--- config.mk ---
export PLATFORM = sky130hd
export DESIGN_NAME = mlsu_mctrl_seq
export DESIGN_NICKNAME = d
export VERILOG_FILES = /design/src/rtl/mlsu_mctrl_pkg.sv /design/src/rtl/mlsu_mctrl_agen.sv /design/src/rtl/mlsu_mctrl_seq.sv
export SDC_FILE = /design/constraint.sdc
export NUM_CORES = 1
export LEC_CHECK = 0
export BUFFER_PORTS_ARGS = -buffer_cell sky130_fd_sc_hd__buf_2
export CORE_ASPECT_RATIO = 0.5
export CORE_MARGIN = 5
export CORE_UTILIZATION = 50
export CTS_CLUSTER_DIAMETER = 50
export CTS_CLUSTER_SIZE = 40
export DETAILED_ROUTE_END_ITERATION = 12
export PLACE_DENSITY = 0.79
export REMOVE_ABC_BUFFERS = 1
export SETUP_SLACK_MARGIN = 0.2
export SYNTH_ARGS = -nofsm -noshare
export SYNTH_HDL_FRONTEND = slang
export SYNTH_SLANG_ARGS = --single-unit
--- constraint.sdc ---
create_clock -name clk_i -period 5.8 [get_ports clk_i]
set_input_delay 0.58 -clock clk_i [delete_from_list [all_inputs] [get_ports clk_i]]
set_output_delay 0.58 -clock clk_i [all_outputs]
set_load 0.02 [all_outputs]
--- src/rtl/mlsu_mctrl_pkg.sv ---
// mlsu_mctrl_pkg
//   Shared types and helpers for the MLSU matrix load/store request sequencer.
//   Holds the one-hot layout mode type and its bit positions, the FSM state
//   enum, the instruction and request bundles, and mode decode helpers.
//   The packed bundles are sized from the MCTRL_* width constants below; the
//   sequencer's width parameters default to these and must match them.

package mlsu_mctrl_pkg;

    localparam int MCTRL_ADDR_W    = 32;
    localparam int MCTRL_DIM_W     = 8;
    localparam int MCTRL_ID_W      = 4;
    localparam int MCTRL_MAX_BURST = 16;

    localparam int MODE_ROW = 0;
    localparam int MODE_COL = 1;
    localparam int MODE_TXP = 2;
    localparam int MODE_RSH = 3;

    typedef logic [3:0] mode_oh_t;

    typedef enum logic [1:0] {
        IDLE  = 2'd0,
        ISSUE = 2'd1,
        DONE  = 2'd2
    } state_e;

    typedef struct packed {
        mode_oh_t                  mode;
        logic [MCTRL_ADDR_W-1:0]   base;
        logic [MCTRL_ADDR_W-1:0]   stride;
        logic [MCTRL_DIM_W-1:0]    rows;
        logic [MCTRL_DIM_W-1:0]    cols;
        logic [1:0]                eew;
        logic [MCTRL_ID_W-1:0]     id;
    } instr_t;

    typedef struct packed {
        logic [MCTRL_ADDR_W-1:0]   addr;
        logic [2*MCTRL_DIM_W-1:0]  len;
        logic [2*MCTRL_DIM_W-1:0]  idx;
        logic                      txp;
        logic                      last;
        logic [MCTRL_ID_W-1:0]     id;
    } req_t;

    function automatic logic is_row_major(input mode_oh_t m);
        return m[MODE_ROW];
    endfunction

    function automatic logic is_col_major(input mode_oh_t m);
        return m[MODE_COL];
    endfunction

    function automatic logic is_transpose(input mode_oh_t m);
        return m[MODE_TXP];
    endfunction

    function automatic logic is_reshape(input mode_oh_t m);
        return m[MODE_RSH];
    endfunction

    // Exactly one bit set.
    function automatic logic mode_legal(input mode_oh_t m);
        return (m != '0) && ((m & (m - 4'd1)) == '0);
    endfunction

endpackage

--- src/rtl/mlsu_mctrl_agen.sv ---
// mlsu_mctrl_agen
//   Address generator / line counter for the sequencer. On load it captures
//   the base address, address step, line count and line lengths; each
//   advance moves to the next line (address += step, index += 1).
//   Ports:
//     clk_i, rst_i          clock, synchronous active-high reset
//     load_i                capture a new instruction's line parameters
//     base_i, step_i        first line address and per-line address step
//     lines_i               number of lines (N), must be >0 when used
//     len_full_i/len_last_i length of every line but the last / of the last
//     adv_i                 current line handed off, move to the next
//     addr_o, idx_o         current line address and index
//     len_o, last_o         current line length and final-line flag

module mlsu_mctrl_agen #(
    parameter int ADDR_W = 32,
    parameter int CNT_W  = 16
) (
    input  logic              clk_i,
    input  logic              rst_i,
    input  logic              load_i,
    input  logic [ADDR_W-1:0] base_i,
    input  logic [ADDR_W-1:0] step_i,
    input  logic [CNT_W-1:0]  lines_i,
    input  logic [CNT_W-1:0]  len_full_i,
    input  logic [CNT_W-1:0]  len_last_i,
    input  logic              adv_i,
    output logic [ADDR_W-1:0] addr_o,
    output logic [CNT_W-1:0]  idx_o,
    output logic [CNT_W-1:0]  len_o,
    output logic              last_o
);

    logic [ADDR_W-1:0] addr_q;
    logic [ADDR_W-1:0] step_q;
    logic [CNT_W-1:0]  idx_q;
    logic [CNT_W-1:0]  lines_m1_q;
    logic [CNT_W-1:0]  len_full_q;
    logic [CNT_W-1:0]  len_last_q;

    always_ff @(posedge clk_i) begin
        if (rst_i) begin
            addr_q     <= '0;
            step_q     <= '0;
            idx_q      <= '0;
            lines_m1_q <= '0;
            len_full_q <= '0;
            len_last_q <= '0;
        end else if (load_i) begin
            addr_q     <= base_i;
            step_q     <= step_i;
            idx_q      <= '0;
            // Storing N-1 keeps the last-line test a plain equality.
            lines_m1_q <= lines_i - CNT_W'(1);
            len_full_q <= len_full_i;
            len_last_q <= len_last_i;
        end else if (adv_i) begin
            // Wraps modulo 2^ADDR_W by design.
            addr_q <= addr_q + step_q;
            idx_q  <= idx_q + CNT_W'(1);
        end
    end

    assign addr_o = addr_q;
    assign idx_o  = idx_q;
    assign last_o = (idx_q == lines_m1_q);
    assign len_o  = last_o ? len_last_q : len_full_q;

endmodule

--- src/rtl/mlsu_mctrl_seq.sv ---
// mlsu_mctrl_seq
//   Matrix load/store request sequencer. Accepts one matrix memory
//   instruction at a time and expands it into per-line memory requests
//   under valid/ready, then pulses done.
//
//   state | meaning
//   IDLE  | ready for an instruction
//   ISSUE | presenting requests, one per handshake
//   DONE  | one-cycle completion pulse (done_o)
//
//   Ports:
//     clk_i, rst_i           clock, synchronous active-high reset
//     instr_*                instruction offer/accept and fields
//     req_*                  per-line memory request stream
//     done_o/err/id          completion pulse, illegal-mode flag, tag
//     busy_o                 not idle
//     perf_stall_o           (MCTRL_PERF_CNT_EN only) saturating count of
//                            cycles with req_valid_o & !req_ready_i
//   Build option: define MCTRL_PERF_CNT_EN to add perf_stall_o.

module mlsu_mctrl_seq
    import mlsu_mctrl_pkg::*;
#(
    parameter int ADDR_W    = MCTRL_ADDR_W,
    parameter int DIM_W     = MCTRL_DIM_W,
    parameter int MAX_BURST = MCTRL_MAX_BURST,
    parameter int ID_W      = MCTRL_ID_W
) (
    input  logic                 clk_i,
    input  logic                 rst_i,
    input  logic                 instr_valid_i,
    output logic                 instr_ready_o,
    input  logic [3:0]           instr_mode_i,
    input  logic [ADDR_W-1:0]    instr_base_i,
    input  logic [ADDR_W-1:0]    instr_stride_i,
    input  logic [DIM_W-1:0]     instr_rows_i,
    input  logic [DIM_W-1:0]     instr_cols_i,
    input  logic [1:0]           instr_eew_i,
    input  logic [ID_W-1:0]      instr_id_i,
    output logic                 req_valid_o,
    input  logic                 req_ready_i,
    output logic [ADDR_W-1:0]    req_addr_o,
    output logic [2*DIM_W-1:0]   req_len_o,
    output logic [2*DIM_W-1:0]   req_idx_o,
    output logic                 req_txp_o,
    output logic                 req_last_o,
    output logic [ID_W-1:0]      req_id_o,
    output logic                 done_o,
    output logic                 done_err_o,
    output logic [ID_W-1:0]      done_id_o,
    output logic                 busy_o
`ifdef MCTRL_PERF_CNT_EN
    ,
    output logic [31:0]          perf_stall_o
`endif
);

    localparam int CNT_W    = 2 * DIM_W;
    localparam int BURST_LG = $clog2(MAX_BURST);

    if (ADDR_W != MCTRL_ADDR_W || DIM_W != MCTRL_DIM_W || ID_W != MCTRL_ID_W) begin : g_width_check
        $error("mlsu_mctrl_seq: width parameters must match mlsu_mctrl_pkg");
    end

    state_e state_q, state_n;
    logic   err_q;
    logic   txp_q;
    logic [ID_W-1:0] id_q;

    instr_t instr;
    logic   accept;
    logic   legal;
    logic   zero_dim;
    logic   adv;

    logic [CNT_W-1:0]    rows_ext, cols_ext, total;
    logic [BURST_LG-1:0] rsh_tail;
    logic [CNT_W-1:0]    line_cnt, len_full, len_last;
    logic [ADDR_W-1:0]   step;

    logic [ADDR_W-1:0]   agen_addr;
    logic [CNT_W-1:0]    agen_idx, agen_len;
    logic                agen_last;

    req_t req;

    assign instr = {instr_mode_i, instr_base_i, instr_stride_i, instr_rows_i,
                    instr_cols_i, instr_eew_i, instr_id_i};

    assign instr_ready_o = (state_q == IDLE);
    assign accept        = instr_valid_i & instr_ready_o;
    assign legal         = mode_legal(instr.mode);
    assign zero_dim      = (instr.rows == '0) || (instr.cols == '0);
    // Ready outside ISSUE never advances the line counter.
    assign adv           = (state_q == ISSUE) & req_ready_i;

    // Line geometry, computed from the live fields in the accept cycle.
    assign rows_ext = CNT_W'(instr.rows);
    assign cols_ext = CNT_W'(instr.cols);
    assign total    = rows_ext * cols_ext;
    assign rsh_tail = total[BURST_LG-1:0];

    always_comb begin
        line_cnt = rows_ext;
        len_full = cols_ext;
        len_last = cols_ext;
        step     = instr.stride;
        if (is_col_major(instr.mode)) begin
            line_cnt = cols_ext;
            len_full = rows_ext;
            len_last = rows_ext;
        end else if (is_reshape(instr.mode)) begin
            // ceil(T / MAX_BURST); a partial tail line carries T mod MAX_BURST.
            line_cnt = (total >> BURST_LG) + CNT_W'(rsh_tail != '0);
            len_full = CNT_W'(MAX_BURST);
            len_last = (rsh_tail == '0) ? CNT_W'(MAX_BURST) : CNT_W'(rsh_tail);
            step     = ADDR_W'(MAX_BURST) << instr.eew;
        end
    end

    always_ff @(posedge clk_i) begin
        if (rst_i) begin
            state_q <= IDLE;
            err_q   <= 1'b0;
            txp_q   <= 1'b0;
            id_q    <= '0;
        end else begin
            state_q <= state_n;
            if (accept) begin
                err_q <= ~legal;
                txp_q <= is_transpose(instr.mode);
                id_q  <= instr.id;
            end
        end
    end

    always_comb begin
        state_n = state_q;
        case (state_q)
            IDLE: begin
                if (accept) begin
                    if (!legal || zero_dim) state_n = DONE;
                    else                    state_n = ISSUE;
                end
            end
            ISSUE: begin
                if (req_ready_i && agen_last) state_n = DONE;
            end
            DONE:    state_n = IDLE;
            default: state_n = IDLE;
        endcase
    end

    mlsu_mctrl_agen #(
        .ADDR_W (ADDR_W),
        .CNT_W  (CNT_W)
    ) u_agen (
        .clk_i      (clk_i),
        .rst_i      (rst_i),
        .load_i     (accept),
        .base_i     (instr.base),
        .step_i     (step),
        .lines_i    (line_cnt),
        .len_full_i (len_full),
        .len_last_i (len_last),
        .adv_i      (adv),
        .addr_o     (agen_addr),
        .idx_o      (agen_idx),
        .len_o      (agen_len),
        .last_o     (agen_last)
    );

    // Request fields are forced to zero outside ISSUE so stale line data
    // from a previous instruction never shows on the port.
    always_comb begin
        req = '0;
        if (state_q == ISSUE) begin
            req.addr = agen_addr;
            req.len  = agen_len;
            req.idx  = agen_idx;
            req.txp  = txp_q;
            req.last = agen_last;
            req.id   = id_q;
        end
    end

    assign req_valid_o = (state_q == ISSUE);
    assign req_addr_o  = req.addr;
    assign req_len_o   = req.len;
    assign req_idx_o   = req.idx;
    assign req_txp_o   = req.txp;
    assign req_last_o  = req.last;
    assign req_id_o    = req.id;

    assign done_o     = (state_q == DONE);
    assign done_err_o = done_o & err_q;
    assign done_id_o  = done_o ? id_q : '0;
    assign busy_o     = (state_q != IDLE);

`ifdef MCTRL_PERF_CNT_EN
    logic [31:0] stall_q;

    always_ff @(posedge clk_i) begin
        if (rst_i) begin
            stall_q <= '0;
        end else if (req_valid_o && !req_ready_i && (stall_q != '1)) begin
            stall_q <= stall_q + 32'd1;
        end
    end

    assign perf_stall_o = stall_q;
`endif

endmodule

==> results of run 1 <==
## kinds of logic (layout without fill, tap and decap cells)
logic type | after synthesis | in the layout | synth area share [%]
mux | 12 | 12 | 1.29
buf+inv | 144 | 327 | 5.94
simple gates | 460 | 460 | 24.6
xor+xnor | 68 | 68 | 6.34
flops | 115 | 115 | 24.0
compound gates | 281 | 281 | 20.8
fa+ha+maj | 108 | 108 | 17.0
other cells | 1 | 8 | 0.0390
## what timing repair did
action	in CTS	in global routing
setup buffers	0	2
endpoints found under the setup margin	0	7
gates resized for setup	0	38
## final timing paths
check,end,cells after the start,slack (ns),from
min reg2reg,u_agen.len_last_q[4],2,0.45,u_agen.len_last_q[4]
max reg2reg,u_agen.addr_o[31],12,2.27,u_agen.addr_o[1]
min,u_agen.step_q[31],2,0.38,instr_stride_i[31]
max,u_agen.lines_m1_q[11],20,0.36,instr_rows_i[1]
## per-layer routing
layer	share of wire [%]	routed length, um	GRT usage, %
met1	44	12000	29.6
met2	49	13300	42.4
met3	5.0	1360	3.30
met4	2.1	570	7.02
met5	0	0	0
## placed cells by master, fill, tap and decap left out, types with 13 or more instances in the layout
cell | netlist | layout
nand2_1 | 110 | 108
nor2_1 | 111 | 108
a21oi_1 | 69 | 67
and2_1 | 114 | 114
dfxtp_1 | 115 | 115
a22o_1 | 30 | 30
inv_1 | 69 | 69
buf_2 | 0 | 163
o21ai_0 | 39 | 36
nor3_1 | 26 | 24
buf_4 | 8 | 62
a211oi_1 | 35 | 33
xnor2_1 | 40 | 38
xor2_1 | 27 | 25
ha_1 | 71 | 66
a21o_1 | 19 | 19
fa_1 | 37 | 34
clkbuf_16 | 0 | 17
a311oi_1 | 13 | 13
## critical path, stage by stage
cell and delay (ns):
buf_2 0.13, and2_1 0.18, fa_1 0.51, fa_1 0.52
fa_1 0.55, inv_1 0.05, fa_1 0.52, inv_1 0.04
ha_2 0.33, nand2b_1 0.20, a2111oi_2 0.39, a41oi_1 0.14
a21boi_2 0.19, nand3b_1 0.22, o31ai_4 0.27, o41ai_4 0.13
and4b_1 0.31, and3_4 0.22, xor2_2 0.14, a211oi_2 0.08
## power by group
group          internal (mW)  total [mW]  switching, mW
clock network          0.604       0.994          0.390
logic                  0.888        1.94           1.05
registers              0.860       0.908         0.0486
## stage by stage
step,std cells,cell area [um2],power [mW]
detailed placement,1605,10900,2.68
global route,1638,11700,4.09
CTS,1636,11500,3.69
global placement,1605,10900,2.64
finish,1638,11700,3.84
floorplan,1121,9320,2.14
## registers in the layout, indices dropped and copies added (netlist names)
register,flops
u_agen.addr_o,32
u_agen.step_q,32
u_agen.idx_o,16
u_agen.lines_m1_q,14
u_agen.len_full_q,8
u_agen.len_last_q,5
id_q,4
state_q,2
err_q,1
txp_q,1
## cell type report
class | instances | share of cell area, %
Clock buffer | 18 | 3.75
Multi-Input combinational cell | 937 | 59.4
Sequential cell | 115 | 19.7
Tap cell | 259 | 2.77
Clock inverter | 13 | 1.07
Inverter | 69 | 2.21
Timing Repair Buffer | 227 | 11.1
==> metrics, run 1 <==
pin count of the biggest net entering global routing 58; Rows 35; area leader, netlist dfxtp_1; main area contributors after synthesis dfxtp_1 24%, ha_1 9.2%, fa_1 7.7%, and2_1 7.4%, nor2_1 4.3%; CTS Sinks 115; vias in the first global route 9,226; most frequent cell after synthesis dfxtp_1; die area 0.0223 mm2; post-route ant nets 0; CTS clk-pin slew, worst paths 0.06 ns; worst clock skew 0.0127 ns; H-tree levels 4; min cycle time layout 5.44 ns; Worst Setup End Kind register; Clock Latency Late Sink 0.41 ns; DRC 0; initial antenna violation count 0; HP Class primary input to register; core area 0.0186 mm2; distinct cell type count after synthesis 84; final core occ 62.9%; starting density of the core 51.6%; Final Max Tran Viols 0; Synth-to-Final Area Change 21.9%; 1st-pass router iterations 4; total number of vias 9,138; WP data required 6.06 ns; Hold Slack 0.381 ns; sequential cell area 0.00230 mm2; share of cells above drive strength 1 23.0%; status finished, final reports clean; Peak Freq 184 MHz; first-pass GRT wire length 43,300 um; Clock Path Buffers 2; Crit Path Category primary input to register; # fillers 1,622; #FFs+latches synth 115; Mapped Area 0.00961 mm2; IO buf count 164; CTS Hold Bufs 0; chip height 108 um; Ys Warns 0; Post-DP HPWL 20,300 um; max cap viols 0; Ports 173; worst setup margin 0.358 ns; P_leak 5.49 nW; Die X 206 um; asr flop ratio synth 0%; GP Congestion 0.883; syn avg cell area 8.08 um2; startpoint types primary input; most frequent cells after synthesis 115 x dfxtp_1, 114 x and2_1, 111 x nor2_1, 110 x nand2_1, 71 x ha_1; DR WL/cell 16.6 um; area share of the largest cell type after synthesis 24.0%; Post-synth EDFFs 0; final WL 27,200 um; Multi-input gate area 0.00696 mm2; CTS buffer count 17; TritonCTS clock tree built; Worst-Margin Slew 0.906 ns; CP Max Fanout 7; crit path DAT 5.70 ns; Root Driver clkbuf_16; Final Hold Fails 0; ant diodes 0; GRT overflow 0; nets 1,569; Worst VDD drop 0.198 mV; Via density 5.58; GRT Util Overall 23.6%; Rel. slew slack 39.6%; Worst Setup Slack post-DPL -0.196 ns; ys flop type dfxtp_1; Final Cycle Share 93.8%; RSZ-0062 raised after global routing no; Post-Route Setup TNS 0 ns; sequential share of the synthesized area 24.0%; cells after synthesis 1,189; Setup violations, final 0; First DRT Iteration DRCs 496; power density cells 328 mW/mm2
No activity file was read; power rests on OpenSTA's default activity.
==> inputs of run 2 (changes only) <==
Settings changed: ABC_AREA set to 1, PLACE_DENSITY 0.79 to 0.78.
==> metrics, run 2 <==
crit path DAT 5.29 ns; Ports 173; r2r startpoint state_q[1]; Worst Setup End Kind register; Total Power 3.58 mW; Worst VDD drop 0.185 mV; Crit Path Category primary input to register; status finished, final reports clean; Final Cycle Share 85.0%; ys flop type dfxtp_1; Post-DP HPWL 21,100 um; total number of vias 10,300; Clock Latency Late Sink 0.42 ns; RSZ-0062 raised after global routing no; Peak Freq 203 MHz; distinct cell type count after synthesis 56; Final Hold Fails 0; DRC 0; Post-Route Setup TNS 0 ns; core area 0.0205 mm2; worst clock skew 0.00979 ns; initial antenna violation count 1; Rows 37; commonest non-fill, non-tap cells in the layout 319 x nand2_1, 275 x inv_1, 164 x buf_2; #FFs+latches synth 115; GRT Util Overall 23.5%; nets 1,875; first-pass GRT wire length 46,800 um; Root Driver clkbuf_16; P_leak 6.06 nW; min cycle time layout 4.93 ns; flop-to-flop setup slack 2.46 ns; pin count of the biggest net entering global routing 58; share of cells above drive strength 1 16.3%; CTS Sinks 115; sequential share of the synthesized area 22.2%; Mapped Area 0.0104 mm2; post-route ant nets 0; area leader, netlist dfxtp_1; Multi-input gate area 0.00671 mm2; 1st-pass router iterations 6; M1 wire length 12,600 um; Reg-to-Reg End u_agen.addr_o[0]; main area contributors after synthesis dfxtp_1 22%, nand2_1 12%, inv_1 10%, ha_1 8.6%, fa_1 7.1%; DR WL/cell 14.5 um; met3 WL 1250 um; Final Max Tran Viols 0; postcts setup bufs 0; starting density of the core 50.6%; cells after synthesis 1,550; Ys Warns 0; top routing layer used met5; die area 0.0239 mm2; Setup violations, final 0; power density cells 302 mW/mm2; Via density 5.24; WP data required 6.16 ns; reg2reg path depth 10; vias in the first global route 9,868; CTS Hold Bufs 0; GP Congestion 0.966; Critical Path Sink u_agen.lines_m1_q[12]; Rel. slew slack 24.6%; CP Max Fanout 11; H-tree levels 4; max cap viols 0; # fillers 1,994; Clock Path Buffers 2; ant diodes 0; area share of the largest cell type after synthesis 22.2%; First DRT Iteration DRCs 700; most frequent cells after synthesis 319 x nand2_1, 276 x inv_1, 151 x nor2_1, 115 x dfxtp_1, 96 x a21oi_1; Worst-Margin Slew 1.13 ns; GRT overflow 0; IO buf count 164; met2 WL 14,000 um; Die X 214 um; post_cts resized 0; asr flop ratio synth 0%; HP Class primary input to register; CTS buffer count 17; sequential cell area 0.00230 mm2; Synth-to-Final Area Change 14.4%; crit path from instr_rows_i[0]; TritonCTS clock tree built; CTS clk-pin slew, worst paths 0.06 ns; Post-synth EDFFs 0; syn avg cell area 6.69 um2; commonest non-fill, non-tap cell in the layout nand2_1; chip height 112 um; most frequent cell after synthesis nand2_1; startpoint types primary input; final WL 28,400 um
==> run 2: critical path, stage by stage <==
cell and delay, ns:
buf_2 0.22, nand2_1 0.12, fa_1 0.53, fa_1 0.55, inv_1 0.05, fa_1 0.52, inv_1 0.06, fa_1 0.53
inv_1 0.04, ha_1 0.37, nand2_1 0.14, inv_1 0.05, nand2_1 0.11, nand4_1 0.15, nand2_4 0.14, nand3_2 0.12
nand2_1 0.08, nand2_1 0.06, nand2_2 0.08, nand2_4 0.07, nor2_2 0.14, nand2_1 0.12, nor2_2 0.16, nand2_1 0.08
nand2_1 0.06, nand3_1 0.07, nand2_1 0.09
==> run 2: final cells by class <==
| type | count | area share, % |
|---|---|---|
| repair buffers | 169 | 7.24 |
| inverters | 285 | 9.02 |
| well taps | 273 | 2.88 |
| flip-flops and latches | 115 | 19.4 |
| multi-input cells | 1085 | 56.6 |
| clock buffers | 18 | 3.62 |
| clock inverters | 14 | 1.23 |
==> run 2: layer usage <==
layer / global-route usage, % / vias to the layer above
met3: 3.13 / 56
li1: - / 5235
met1: 29.2 / 4703
met4: 6.90 / 2
met5: 0 / -
met2: 42.4 / 275
==> run 2: worst min path at each step <==
| stage | startpoint | to | slack [ns] | cells past startpoint |
|---|---|---|---|---|
| after CTS | instr_id_i[1] | id_q[1] | 0.35 | 3 |
| after detailed placement | u_agen.len_full_q[1] | u_agen.len_full_q[1] | 0.45 | 2 |
| after floorplan | u_agen.step_q[5] | u_agen.step_q[5] | 0.43 | 2 |
| final | instr_id_i[1] | id_q[1] | 0.36 | 3 |
| after global routing | instr_id_i[0] | id_q[0] | 0.36 | 3 |
| after global placement | u_agen.len_last_q[4] | u_agen.len_last_q[4] | 0.45 | 1 |
==> run 2: cell families (layout without fill, tap and decap cells) <==
family / Yosys count / in the layout / synth area share, %
AND/OR/NAND/NOR: 638 / 638 / 27.5
buffers and inverters: 357 / 486 / 13.5
AO/OA/AOI/OAI: 296 / 296 / 18.0
flip-flops: 115 / 115 / 22.2
adder cells (fa/ha/maj): 108 / 108 / 15.7
XOR/XNOR: 35 / 35 / 2.96
other: 1 / 8 / 0.0362
==> run 2: stage by stage <==
stage	utilization (%)	hold WS, ns	std cells	area [um2]	worst slack, ns
floorplan	-	0.432	1485	10100	0.383
global placement	55.1	0.447	1927	11300	0.599
detailed placement	55.1	0.451	1927	11300	0.462
CTS	58.0	0.350	1959	11900	0.896
global route	58.0	0.365	1959	11900	0.507
finish	58.0	0.360	1959	11900	0.871
==> run 2: where the power goes <==
part           internal [mW]  switching [mW]
clock                  0.603           0.419
combinational          0.568            1.08
sequential             0.860          0.0465
